File: src/rtl/history_bus_reader_if.sv
// Shared read bus between the history-register bank and the sequencing reader,
// together with the scan control strobes and the snapshot output.
interface history_bus_reader_if #(
   parameter int NrOfBits = 1,
   parameter int NrOfRegs = 8
);
   logic                         Tick;
   logic                         Start;
   logic [NrOfBits-1:0]          BusIn;
   logic [NrOfRegs-1:0]          cs;
   logic                         Busy;
   logic [NrOfRegs*NrOfBits-1:0] Data;
   logic                         Valid;

   // Handshake: Start is a level request seen only while Busy=0; Valid is a
   // single-cycle strobe qualifying Data, with no back-pressure from the consumer.
   modport master (
      input  Tick, Start, BusIn,
      output cs, Busy, Data, Valid
   );

   modport slave (
      output Tick, Start, BusIn,
      input  cs, Busy, Data, Valid
   );
endinterface

File: src/rtl/history_bus_reader.sv
// Scans a bank of tri-state history registers one at a time over a shared bus and
// publishes a full snapshot with a one-cycle Valid. HISTORY_READER_GAP_EN adds a turnaround cycle.
module history_bus_reader #(
   parameter int NrOfBits = 1,
   parameter int NrOfRegs = 8
) (
   input  logic                 Clock,
   input  logic                 Reset,
   history_bus_reader_if.master bus,
   output logic [2:0]           state_dbg
);

   localparam int IDX_W = (NrOfRegs > 1) ? $clog2(NrOfRegs) : 1;
   localparam int DW    = NrOfRegs * NrOfBits;
   localparam logic [IDX_W-1:0] LAST_IDX = IDX_W'(NrOfRegs - 1);

   localparam logic [2:0] ST_IDLE   = 3'd0;
   localparam logic [2:0] ST_SELECT = 3'd1;
   localparam logic [2:0] ST_SAMPLE = 3'd2;
`ifdef HISTORY_READER_GAP_EN
   localparam logic [2:0] ST_GAP    = 3'd3;
`endif
   localparam logic [2:0] ST_DONE   = 3'd4;

   logic [2:0]          state_q, state_nxt;
   logic [IDX_W-1:0]    idx_q, idx_nxt;
   logic [DW-1:0]       shadow_q, shadow_nxt;
   logic [DW-1:0]       data_q, data_nxt;
   logic [NrOfRegs-1:0] cs_q, cs_nxt;
   logic                busy_q;
   logic                valid_q;

   always_comb begin
      state_nxt  = state_q;
      idx_nxt    = idx_q;
      shadow_nxt = shadow_q;
      data_nxt   = data_q;
      case (state_q)
         ST_IDLE: begin
            if (bus.Start) begin
               state_nxt = ST_SELECT;
               idx_nxt   = '0;
            end
         end
         ST_SELECT: begin
            if (bus.Tick) state_nxt = ST_SAMPLE;
         end
         ST_SAMPLE: begin
            if (bus.Tick) begin
               for (int i = 0; i < NrOfRegs; i++) begin
                  if (idx_q == i[IDX_W-1:0]) shadow_nxt[i*NrOfBits +: NrOfBits] = bus.BusIn;
               end
               if (idx_q == LAST_IDX) begin
                  // Data is loaded with the final slot merged so it is visible in DONE.
                  state_nxt = ST_DONE;
                  data_nxt  = shadow_nxt;
               end else begin
`ifdef HISTORY_READER_GAP_EN
                  state_nxt = ST_GAP;
`else
                  state_nxt = ST_SELECT;
                  idx_nxt   = idx_q + IDX_W'(1);
`endif
               end
            end
         end
`ifdef HISTORY_READER_GAP_EN
         ST_GAP: begin
            if (bus.Tick) begin
               state_nxt = ST_SELECT;
               idx_nxt   = idx_q + IDX_W'(1);
            end
         end
`endif
         ST_DONE: begin
            state_nxt = ST_IDLE;
         end
         default: begin
            state_nxt = ST_IDLE;
         end
      endcase
   end

   // Outputs are registered, so they are derived from the next state.
   always_comb begin
      cs_nxt = '1;
      if (state_nxt == ST_SELECT || state_nxt == ST_SAMPLE) begin
         for (int i = 0; i < NrOfRegs; i++) begin
            if (idx_nxt == i[IDX_W-1:0]) cs_nxt[i] = 1'b0;
         end
      end
   end

   always_ff @(posedge Clock) begin
      if (Reset) begin
         state_q  <= ST_IDLE;
         idx_q    <= '0;
         shadow_q <= '0;
         data_q   <= '0;
         cs_q     <= '1;
         busy_q   <= 1'b0;
         valid_q  <= 1'b0;
      end else begin
         state_q  <= state_nxt;
         idx_q    <= idx_nxt;
         shadow_q <= shadow_nxt;
         data_q   <= data_nxt;
         cs_q     <= cs_nxt;
         busy_q   <= (state_nxt != ST_IDLE);
         valid_q  <= (state_nxt == ST_DONE);
      end
   end

   assign bus.cs    = cs_q;
   assign bus.Busy  = busy_q;
   assign bus.Data  = data_q;
   assign bus.Valid = valid_q;
   assign state_dbg = state_q;

endmodule
File: src/flat_wrapper.sv
// flat-port wrapper written by rule: the top's interface ports become plain ports
module history_bus_reader_flat 
#(
   parameter int NrOfBits = 1,
   parameter int NrOfRegs = 8
)
  (Clock, Reset, state_dbg, bus_Tick, bus_Start, bus_BusIn, bus_cs, bus_Busy, bus_Data, bus_Valid);
  history_bus_reader_if #(.NrOfBits(NrOfBits), .NrOfRegs(NrOfRegs)) bus_i ();
  input  logic Clock;
  input  logic Reset;
  output logic [2:0] state_dbg;
  input wire logic [$bits(bus_i.Tick)-1:0] bus_Tick;
  input wire logic [$bits(bus_i.Start)-1:0] bus_Start;
  input wire logic [$bits(bus_i.BusIn)-1:0] bus_BusIn;
  output wire logic [$bits(bus_i.cs)-1:0] bus_cs;
  output wire logic [$bits(bus_i.Busy)-1:0] bus_Busy;
  output wire logic [$bits(bus_i.Data)-1:0] bus_Data;
  output wire logic [$bits(bus_i.Valid)-1:0] bus_Valid;
  assign bus_i.Tick = bus_Tick;
  assign bus_i.Start = bus_Start;
  assign bus_i.BusIn = bus_BusIn;
  assign bus_cs = bus_i.cs;
  assign bus_Busy = bus_i.Busy;
  assign bus_Data = bus_i.Data;
  assign bus_Valid = bus_i.Valid;
  history_bus_reader #(.NrOfBits(NrOfBits), .NrOfRegs(NrOfRegs)) u_core (.Clock(Clock), .Reset(Reset), .bus(bus_i), .state_dbg(state_dbg));
endmodule
File: config.mk
export PLATFORM = sky130hd
export DESIGN_NAME = history_bus_reader_flat
export DESIGN_NICKNAME = d
export VERILOG_FILES = /design/src/rtl/history_bus_reader_if.sv /design/src/rtl/history_bus_reader.sv /design/src/flat_wrapper.sv
export SDC_FILE = /design/constraint.sdc
export NUM_CORES = 1
export LEC_CHECK = 0
export BUFFER_PORTS_ARGS = -buffer_cell sky130_fd_sc_hd__buf_2
export CORE_ASPECT_RATIO = 1.4
export CORE_MARGIN = 2
export CORE_UTILIZATION = 52
export CTS_BUF_LIST = sky130_fd_sc_hd__clkbuf_8 sky130_fd_sc_hd__clkbuf_16
export DETAILED_ROUTE_END_ITERATION = 6
export HOLD_SLACK_MARGIN = 0.12
export MAX_ROUTING_LAYER = met4
export PLACE_DENSITY = 0.76
export SETUP_SLACK_MARGIN = 0.5
export SLEW_MARGIN = 15
export SYNTH_ARGS = -nofsm -noshare
export SYNTH_HDL_FRONTEND = slang
export SYNTH_SLANG_ARGS = --single-unit
File: constraint.sdc
create_clock -name Clock -period 1.8 [get_ports Clock]
set_input_delay 0.18 -clock Clock [delete_from_list [all_inputs] [get_ports Clock]]
set_output_delay 0.18 -clock Clock [all_outputs]
set_load 0.05 [all_outputs]
==> run_results.csv, run 1 <==
group,metric,value,unit
status,status,"completed",
route,via_count,1152,
global_routing,antenna_found_initial,0,
layout,fin_area,0.00172,mm²
logic_synthesis,ys_ff_latch,31,
clock_network,cts_tree,"built",
sta,maxSlewViolCount,0,
die,dieArea,0.00289,mm²
die,die_w,46.0,µm
route,wl_per_cell,14.1,µm
global_routing,busiest_layer,"met2",
setup_path,critPathLaunchType,"register",
pwr,p_per_area,765,mW/mm²
layout,diodes,0,
route,ant_nets,0,
layout,syn2layout_area_growth,34.0,%
placed_design,place.gp.congestion,0.811,
global_routing,globalRouteMet3Util,6.94,%
placed_design,port_buffers,25,
die,placement_rows,21,
logic_synthesis,syn_area,0.00129,mm²
sta,setup_violations,0,
route,vias_per_cell,5.73,
die,ios,26,
setup_path,crit_chain,"or4b_4 -> a221oi_2 -> a21boi_4 -> nand3_1",
worst_hold_path,hold_class,"in -> reg",
sta,worstMarginPinSlew,0.483,ns
die,coreArea,0.00236,mm²
setup_path,crit_type,"reg -> reg",
placed_design,placed_area,0.00147,mm²
logic_synthesis,seq_area_frac_synth,48.2,%
layout,fin_nets,186,
sta,rsz0062_at_grt,"true",
route,drt_iter0_markers,17,
sta,hold_slack,0.221,ns
route,dr.pass1.iters,4,
clock_network,clock-sinks,31,
die,die_h,62.8,µm
clock_network,cts_max_level,2,
clock_network,cts_inserted_buffers,5,
setup_path,cp_slowest_stage_delay,0.54,ns
clock_network,worstSkewPairLatency,0.29,ns
global_routing,grt_max_degree,26,
route,wirelength,2.84,mm
logic_synthesis,yosys_warnings,0,
global_routing,grt_pass1_vias,1073,
placed_design,hpwl,1.79,mm
clock_network,cts_root_buffer,"clkbuf_8",
sta,fin_setup_tns,0,ns
sta,finalClockSkew,0.0111,ns
placed_design,place_inst,182,
global_routing,met1_usage,26.6,%
layout,final_layout_size_suffix_gt1_share,42.7,%
setup_path,rr_worst_depth,4,
global_routing,use_met2,37.3,%
sta,hold_viol_final,0,
setup_path,crit_arrival,1.74,ns
setup_path,cp_max_fo,4,
setup_path,cp-end-kind,"register",
logic_synthesis,synth_fp_nets,148,
sta,fin_crit_sh,87.0,%
clock_network,clk_path_buf_depth,2,
logic_synthesis,syn_area_per_cell,9.25,µm²
setup_path,required,1.97,ns
pwr,leakage,0.709,nW
worst_hold_path,min_path_cells,4,
clock_network,clkTransAtPathRegs,0.06,ns
route,drc,0,
global_routing,grt_pass1_wl,4.89,mm
pwr,vdd_drop_max,680,µV
placed_design,post-place-ws,0.219,ns
logic_synthesis,syn_inst,139,
global_routing,grt_use_total,23.7,%
sta,fin_ws,0.234,ns
setup_path,cp_slowest_cell,"or4b_4",
global_routing,overflow,0,
sta,max_clock_freq,638,MHz
sta,relSlewSlack,67.6,%
logic_synthesis,ys_types,32,
layout,final_cell_count_no_fill,201,
sta,min_period,1.57,ns
die,initial_utilization,54.4,%
flow_run,cap_viol_max_count,0,
## layout make-up
class                           count  area, µm²
Timing Repair Buffer               38        234
Tap cell                           23       28.8
Inverter                            3       11.3
Clock buffer                        5       68.8
Clock inverter                      3       11.3
Fill cell                         179        641
Sequential cell                    31        639
Multi-Input combinational cell     98        731
## critical path, delay by kind of cell, from the launching register on
kind,cells,cell delay [ns]
simple gates,2,0.63
compound gates,2,0.47
flops,1,0.34
## per-stage QoR
stage	power (mW)	util [%]
floorplan	0.794	-
global placement	0.817	62.0
detailed placement	0.820	62.0
CTS	1.31	69.4
global route	1.38	72.9
finish	1.32	72.9
## logic make-up (layout without fill, tap and decap cells)
family | after synthesis | after routing | synth area share (%)
AOI/OAI and AO/OA | 24 | 24 | 14.9
adders and majority gates | 4 | 4 | 3.89
DFF | 31 | 31 | 48.2
and+or+nand+nor | 62 | 63 | 23.2
buffers and inverters | 11 | 49 | 4.28
muxes | 7 | 7 | 5.45
## flip-flops by register name, indices dropped and copies added (netlist names)
register and cells:
u_core.bus.Busy 1, u_core.bus.Data 8, u_core.bus.Valid 1, u_core.bus.cs 8, u_core.idx_q 3, u_core.shadow_q 7
u_core.state_dbg 3
## layout by cell type (no fill, tap or decap), types with 4 or more instances in the layout
| cell | n |
|---|---|
| a21oi_1 | 8 |
| inv_1 | 6 |
| clkbuf_8 | 5 |
| nand3_2 | 4 |
| buf_2 | 25 |
| mux2i_1 | 7 |
| nor2_1 | 15 |
| nand3b_1 | 4 |
| dfxtp_4 | 5 |
| buf_4 | 11 |
| nand3_1 | 10 |
| nand2_1 | 16 |
| dfxtp_1 | 26 |
## cell usage after synthesis
| library cell | instances | share of area [%] |
|---|---|---|
| a2111oi_0 | 1 | 0.68 |
| a211oi_2 | 1 | 0.97 |
| a21boi_1 | 2 | 1.2 |
| a21boi_4 | 1 | 1.5 |
| a21oi_1 | 8 | 3.1 |
| a221oi_2 | 1 | 1.2 |
| a22o_1 | 1 | 0.68 |
| a22oi_1 | 2 | 1.2 |
| a311oi_1 | 3 | 2.0 |
| and2b_1 | 1 | 0.58 |
| and3_1 | 1 | 0.49 |
| and4bb_1 | 1 | 0.97 |
| buf_2 | 2 | 0.78 |
| buf_4 | 1 | 0.58 |
| buf_6 | 1 | 0.88 |
| clkbuf_1 | 4 | 1.2 |
| dfxtp_1 | 31 | 48 |
| ha_1 | 4 | 3.9 |
| inv_1 | 3 | 0.88 |
| mux2i_1 | 7 | 5.4 |
| nand2_1 | 18 | 5.3 |
| nand3_1 | 15 | 5.8 |
| nand3b_1 | 4 | 2.3 |
| nor2_1 | 18 | 5.3 |
| nor3_1 | 1 | 0.39 |
| nor3b_1 | 1 | 0.58 |
| o211ai_1 | 1 | 0.58 |
| o21bai_1 | 1 | 0.58 |
| o22a_2 | 1 | 0.78 |
| o22ai_1 | 1 | 0.49 |
| or2_2 | 1 | 0.49 |
| or4b_4 | 1 | 1.1 |
## per-layer routing
metal	up-vias	routed length (µm)
met3	3	134
li1	561	-
met2	28	1520
met4	0	36
met5	-	0
met1	560	1150
## timing repair
| action | 4_1_cts | 5_1_grt |
|---|---|---|
| pin swaps | 10 | 15 |
| endpoints found under the setup margin | 29 | 27 |
| hold buffers | 0 | 0 |
| resized for setup | 12 | 13 |
| gates cloned | 1 | 0 |
| buffers inserted | 5 | 5 |
## power by group
| part | total [mW] | internal [mW] | switching [mW] |
|---|---|---|---|
| Clock | 0.497 | 0.256 | 0.240 |
| Combinational | 0.126 | 0.0435 | 0.0826 |
| Sequential | 0.696 | 0.690 | 0.00646 |
## worst paths after layout
path	startpoint	to	slack [ns]
worst max register to register	u_core.state_dbg[2]	u_core.bus.cs[1]	0.23
worst max-delay path	u_core.state_dbg[2]	u_core.bus.cs[1]	0.23
worst min register to register	u_core.bus.Data[1]	u_core.bus.Data[1]	0.46
worst min-delay path	bus_Tick	u_core.state_dbg[0]	0.22
No activity file was read; power rests on OpenSTA's default activity.
==> run 2: changes to the inputs <==
==> constraint.sdc (replaced) <==
create_clock -name Clock -period 1.7 [get_ports Clock]
set_input_delay 0.17 -clock Clock [delete_from_list [all_inputs] [get_ports Clock]]
set_output_delay 0.17 -clock Clock [all_outputs]
set_load 0.05 [all_outputs]
==> run_results.csv, run 2 (synthesis gave the netlist of run 1 again) <==
group,metric,value,unit
setup_path,crit_buf_inv,0,
layout,final_common_cell,"dfxtp_1",
sta,maxSlewViolCount,0,
global_routing,grt_max_degree,26,
route,wirelength,3.18,mm
layout,final_cell_mix,"26 x dfxtp_1, 23 x buf_2, 17 x nor2_1",
clock_network,clkTransAtPathRegs,0.06,ns
sta,max_clock_freq,601,MHz
global_routing,grt_pass1_vias,1121,
route,drc,0,
placed_design,hpwl,1.83,mm
setup_path,critPathLaunchType,"register",
clock_network,worstSkewPairLatency,0.28,ns
global_routing,grt_use_total,24.1,%
sta,hold_viol_final,0,
pwr,p_per_area,762,mW/mm²
setup_path,cp.depth,4,
setup_path,crit_arrival,1.82,ns
die,die_h,62.8,µm
status,status,"completed",
setup_path,crit_chain,"or4b_4 -> a221oi_4 -> a21boi_4 -> nand3_2",
placed_design,placed_area,0.00150,mm²
flow_run,cap_viol_max_count,0,
layout,syn2layout_area_growth,47.5,%
die,placement_rows,21,
sta,fin_ws,0.0371,ns
placed_design,post-place-ws,0.0949,ns
setup_path,rr_worst_depth,4,
layout,final_cell_count_no_fill,207,
route,dr.pass1.iters,4,
clock_network,cts_root_buffer,"clkbuf_8",
sta,fin_crit_sh,97.8,%
die,coreArea,0.00236,mm²
setup_path,cp_max_fo,4,
layout,diodes,0,
pwr,vdd_drop_max,729,µV
layout,fillers,145,
worst_hold_path,min_path_cells,3,
layout,multi_input_area,811,µm²
sta,rsz0062_at_grt,"true",
pwr,leakage,0.804,nW
setup_path,required,1.86,ns
sta,relSlewSlack,62.6,%
clock_network,ctsHoldBuffers,0,
sta,setup_violations,0,
setup_path,cp_slowest_stage_delay,0.56,ns
global_routing,grt_pass1_wl,4.96,mm
route,drt_iter0_markers,20,
sta,worstMarginPinSlew,0.561,ns
worst_hold_path,hold_class,"in -> reg",
setup_path,cp-end-kind,"register",
route,ant_nets,0,
clock_network,cts_tree,"built",
route,vias_per_cell,5.63,
die,dieArea,0.00289,mm²
clock_network,cts_inserted_buffers,5,
layout,fin_area,0.00190,mm²
placed_design,place.gp.congestion,0.868,
setup_path,crit_type,"reg -> reg",
placed_design,port_buffers,25,
setup_path,path_delay_family,"simple AND/OR/NAND/NOR gates",
layout,fin_nets,192,
die,ios,26,
global_routing,overflow,0,
die,initial_utilization,54.4,%
clock_network,cts_max_level,2,
placed_design,place_inst,183,
layout,regArea,639,µm²
route,via_count,1165,
clock_network,clk_path_buf_depth,2,
clock_network,clock-sinks,31,
sta,min_period,1.66,ns
layout,final_layout_size_suffix_gt1_share,48.4,%
sta,finalClockSkew,0.00647,ns
setup_path,cp_slowest_cell,"or4b_4",
route,wl_per_cell,15.4,µm
die,die_w,46.0,µm
global_routing,antenna_found_initial,0,
-- run 2: worst paths after layout --
path                                          start  slack, ns            endpoint
worst max register to register  u_core.state_dbg[2]       0.04    u_core.bus.cs[2]
worst min register to register   u_core.bus.Data[7]       0.46  u_core.bus.Data[7]
worst min-delay path                      bus_BusIn       0.22  u_core.bus.Data[7]
worst max-delay path            u_core.state_dbg[2]       0.04    u_core.bus.cs[2]
-- run 2: what timing repair did --
action                                 CTS  global route
buffers inserted                        16             0
pin swaps                               14            17
resized for setup                       18            28
endpoints found under the hold margin    0             0
setup endpoints to repair               28            31
-- run 2: area by class of cell --
class | instances | share of cell area [%]
clock buffer | 5 | 3.63
timing repair buffer | 45 | 17.2
inverter | 3 | 0.594
sequential | 31 | 33.7
multi-input combinational | 97 | 42.7
clock inverter | 3 | 0.660
tap | 23 | 1.52
-- run 2: worst register-to-register path, cell delays in order, from the launching register on --
cell      delay [ns]
dfxtp_4         0.34
or4b_4          0.56
a221oi_4        0.25
a21boi_4        0.30
nand3_2         0.10
-- run 2: metal layers --
layer	routed length (µm)	vias to the layer above	track usage, %
met5	0	-	-
met2	1720	25	40.8
met4	102	0	9.64
li1	-	574	-
met3	113	10	6.94
met1	1250	556	24.9
-- run 2: power by group --
| part | leakage, nW | switching (mW) | internal (mW) |
|---|---|---|---|
| Sequential | 0.255 | 0.00588 | 0.730 |
| Combinational | 0.499 | 0.106 | 0.0673 |
| Clock | 0.0505 | 0.263 | 0.274 |
| Total | 0.804 | 0.374 | 1.07 |
-- run 2: per-stage QoR --
step / util [%] / setup TNS, ns / hold WS, ns / total power [mW]
floorplan: - / 0 / 0.331 / 0.842
global placement: 63.2 / 0 / 0.441 / 0.867
detailed placement: 63.2 / 0 / 0.447 / 0.869
CTS: 75.0 / 0 / 0.228 / 1.42
global route: 80.2 / -0.0182 / 0.227 / 1.50
finish: 80.2 / 0 / 0.219 / 1.45
==> run 3: changes to the inputs <==
--- a/config.mk
+++ b/config.mk
@@ -7,7 +7,6 @@
 export LEC_CHECK = 0
 export BUFFER_PORTS_ARGS = -buffer_cell sky130_fd_sc_hd__buf_2
 export CORE_ASPECT_RATIO = 1.4
-export CORE_MARGIN = 2
 export CORE_UTILIZATION = 52
 export CTS_BUF_LIST = sky130_fd_sc_hd__clkbuf_8 sky130_fd_sc_hd__clkbuf_16
 export DETAILED_ROUTE_END_ITERATION = 6
==> run_results.csv, run 3 (synthesis gave the netlist of run 1 again) <==
group,metric,value,unit
layout,final_common_cell,"dfxtp_1",
setup_path,crit_arrival,1.76,ns
worst_hold_path,hold_class,"in -> reg",
global_routing,overflow,0,
setup_path,cp_slowest_cell,"or4b_4",
setup_path,cp_slowest_stage_delay,0.54,ns
sta,min_period,1.59,ns
placed_design,placed_area,0.00150,mm²
setup_path,crit_type,"reg -> reg",
setup_path,rr_startpoint,"u_core.state_dbg[1]",
layout,finalCoreUtilization,73.3,%
global_routing,antenna_found_initial,0,
layout,fin_nets,188,
die,coreArea,0.00236,mm²
sta,worstMarginPinSlew,0.463,ns
clock_network,cts_inserted_buffers,5,
route,wirelength,2.83,mm
route,wl_per_cell,13.9,µm
pwr,p_per_area,821,mW/mm²
setup_path,r2r_slack,0.11,ns
pwr,leakage,0.720,nW
clock_network,cts_root_buffer,"clkbuf_8",
setup_path,cp_max_fo,4,
status,status,"finished, violations left",
clock_network,cts_max_level,2,
global_routing,grt_pass1_wl,4.31,mm
setup_path,rr_worst_depth,4,
route,drc,2,
global_routing,grt_use_total,23.1,%
pwr,vdd_drop_max,652,µV
clock_network,clkTransAtPathRegs,0.06,ns
clock_network,clk_path_buf_depth,2,
sta,hold_viol_final,0,
layout,syn2layout_area_growth,34.7,%
sta,max_clock_freq,629,MHz
layout,fin_area,0.00173,mm²
route,vias_per_cell,5.54,
setup_path,cp-end-kind,"register",
die,die_w,44.0,µm
sta,setup_violations,0,
global_routing,grt_pass1_vias,1010,
sta,maxSlewViolCount,0,
clock_network,clock-sinks,31,
sta,fin_setup_tns,0,ns
die,ios,26,
placed_design,place.gp.congestion,0.878,
die,placement_rows,21,
worst_hold_path,min_path_cells,3,
route,drt_iter0_markers,32,
setup_path,path_delay_family,"simple AND/OR/NAND/NOR gates",
sta,relSlewSlack,69.1,%
setup_path,required,1.87,ns
die,die_h,60.8,µm
global_routing,grt_max_degree,26,
route,ant_nets,0,
flow_run,cap_viol_max_count,0,
layout,diodes,0,
route,via_count,1124,
die,initial_utilization,54.4,%
worst_hold_path,hp-start,"bus_Tick",
setup_path,crit_buf_inv,0,
clock_network,worstSkewPairLatency,0.28,ns
placed_design,hpwl,1.83,mm
die,dieArea,0.00268,mm²
sta,finalClockSkew,0.00309,ns
layout,final_cell_mix,"26 x dfxtp_1, 22 x buf_2, 18 x nor2_1, 18 x nand2_1, 15 x buf_4",
status,violations,"design-rule violations",
placed_design,port_buffers,25,
setup_path,crit_chain,"or4b_4 -> a221oi_2 -> a21boi_4 -> nand3_1",
clock_network,cts_tree,"built",
sta,rsz0062_at_grt,"true",
setup_path,r2r_end,"u_core.bus.cs[0]",
worst_hold_path,whs_endpoint,"u_core.state_dbg[1]",
route,dr.pass1.iters,6,
sta,fin_crit_sh,93.5,%
layout,final_layout_size_suffix_gt1_share,41.7,%
setup_path,critPathLaunchType,"register",
-- run 3: cell types whose count changed in the layout (fill, tap and decap cells not counted), sizes merged --
cell	delta
buf	-6
clkbuf	+2
-- run 3: tightest hold or removal path, cell delays in order --
cell     delay [ns]
buf_2          0.13
a21oi_1        0.12
nor3_1         0.05
-- run 3: how the worst max path moves through the flow --
stage,startpoint,depth (start not counted),to,slack (ns)
after floorplan,u_core.state_dbg[2],4,u_core.bus.cs[0],0.13
after global placement,u_core.state_dbg[2],4,u_core.bus.cs[1],0.12
after detailed placement,u_core.state_dbg[2],4,u_core.bus.cs[1],0.09
after CTS,u_core.state_dbg[1],4,u_core.bus.cs[0],0.08
after global routing,u_core.state_dbg[1],4,u_core.bus.cs[3],0.05
final,u_core.state_dbg[1],4,u_core.bus.cs[0],0.11
-- run 3: layout make-up --
| class | instances | area [µm²] |
|---|---|---|
| Inverter | 3 | 11.3 |
| Clock buffer | 5 | 68.8 |
| Tap cell | 23 | 28.8 |
| Sequential cell | 31 | 639 |
| Multi-Input combinational cell | 97 | 716 |
| Timing Repair Buffer | 41 | 256 |
| Clock inverter | 3 | 12.5 |
| Fill cell | 171 | 632 |
-- run 3: report_power, final --
| part | total, mW | internal (mW) | switching (mW) | leakage [nW] |
|---|---|---|---|---|
| combinational | 0.149 | 0.0550 | 0.0941 | 0.415 |
| clock | 0.540 | 0.274 | 0.265 | 0.0505 |
| sequential | 0.734 | 0.730 | 0.00435 | 0.255 |
-- run 3: per-stage QoR --
step	hold slack, ns	instances	setup slack (ns)	total power [mW]
after detailed placement	0.446	183	0.0939	0.869
after floorplan	0.331	139	0.127	0.842
after global placement	0.441	183	0.115	0.867
after global routing	0.243	203	0.0539	1.47
after CTS	0.215	198	0.0848	1.41
final	0.221	203	0.111	1.42
-- run 3: metal layers --
layer	vias to the layer above	share of wire (%)	routed length (µm)	GRT usage (%)
li1	564	-	-	-
met1	528	41	1160	23.2
met2	24	53	1490	39.3
met3	8	3.9	111	8.04
met4	0	2.4	68	11.3
met5	-	0	0	-
-- run 3: timing repair --
action                                  CTS  global route
setup buffers                             7             5
resized for setup                         8             8
endpoints found under the setup margin   28            32
hold buffers                              0             0
pin swaps                                 6             5
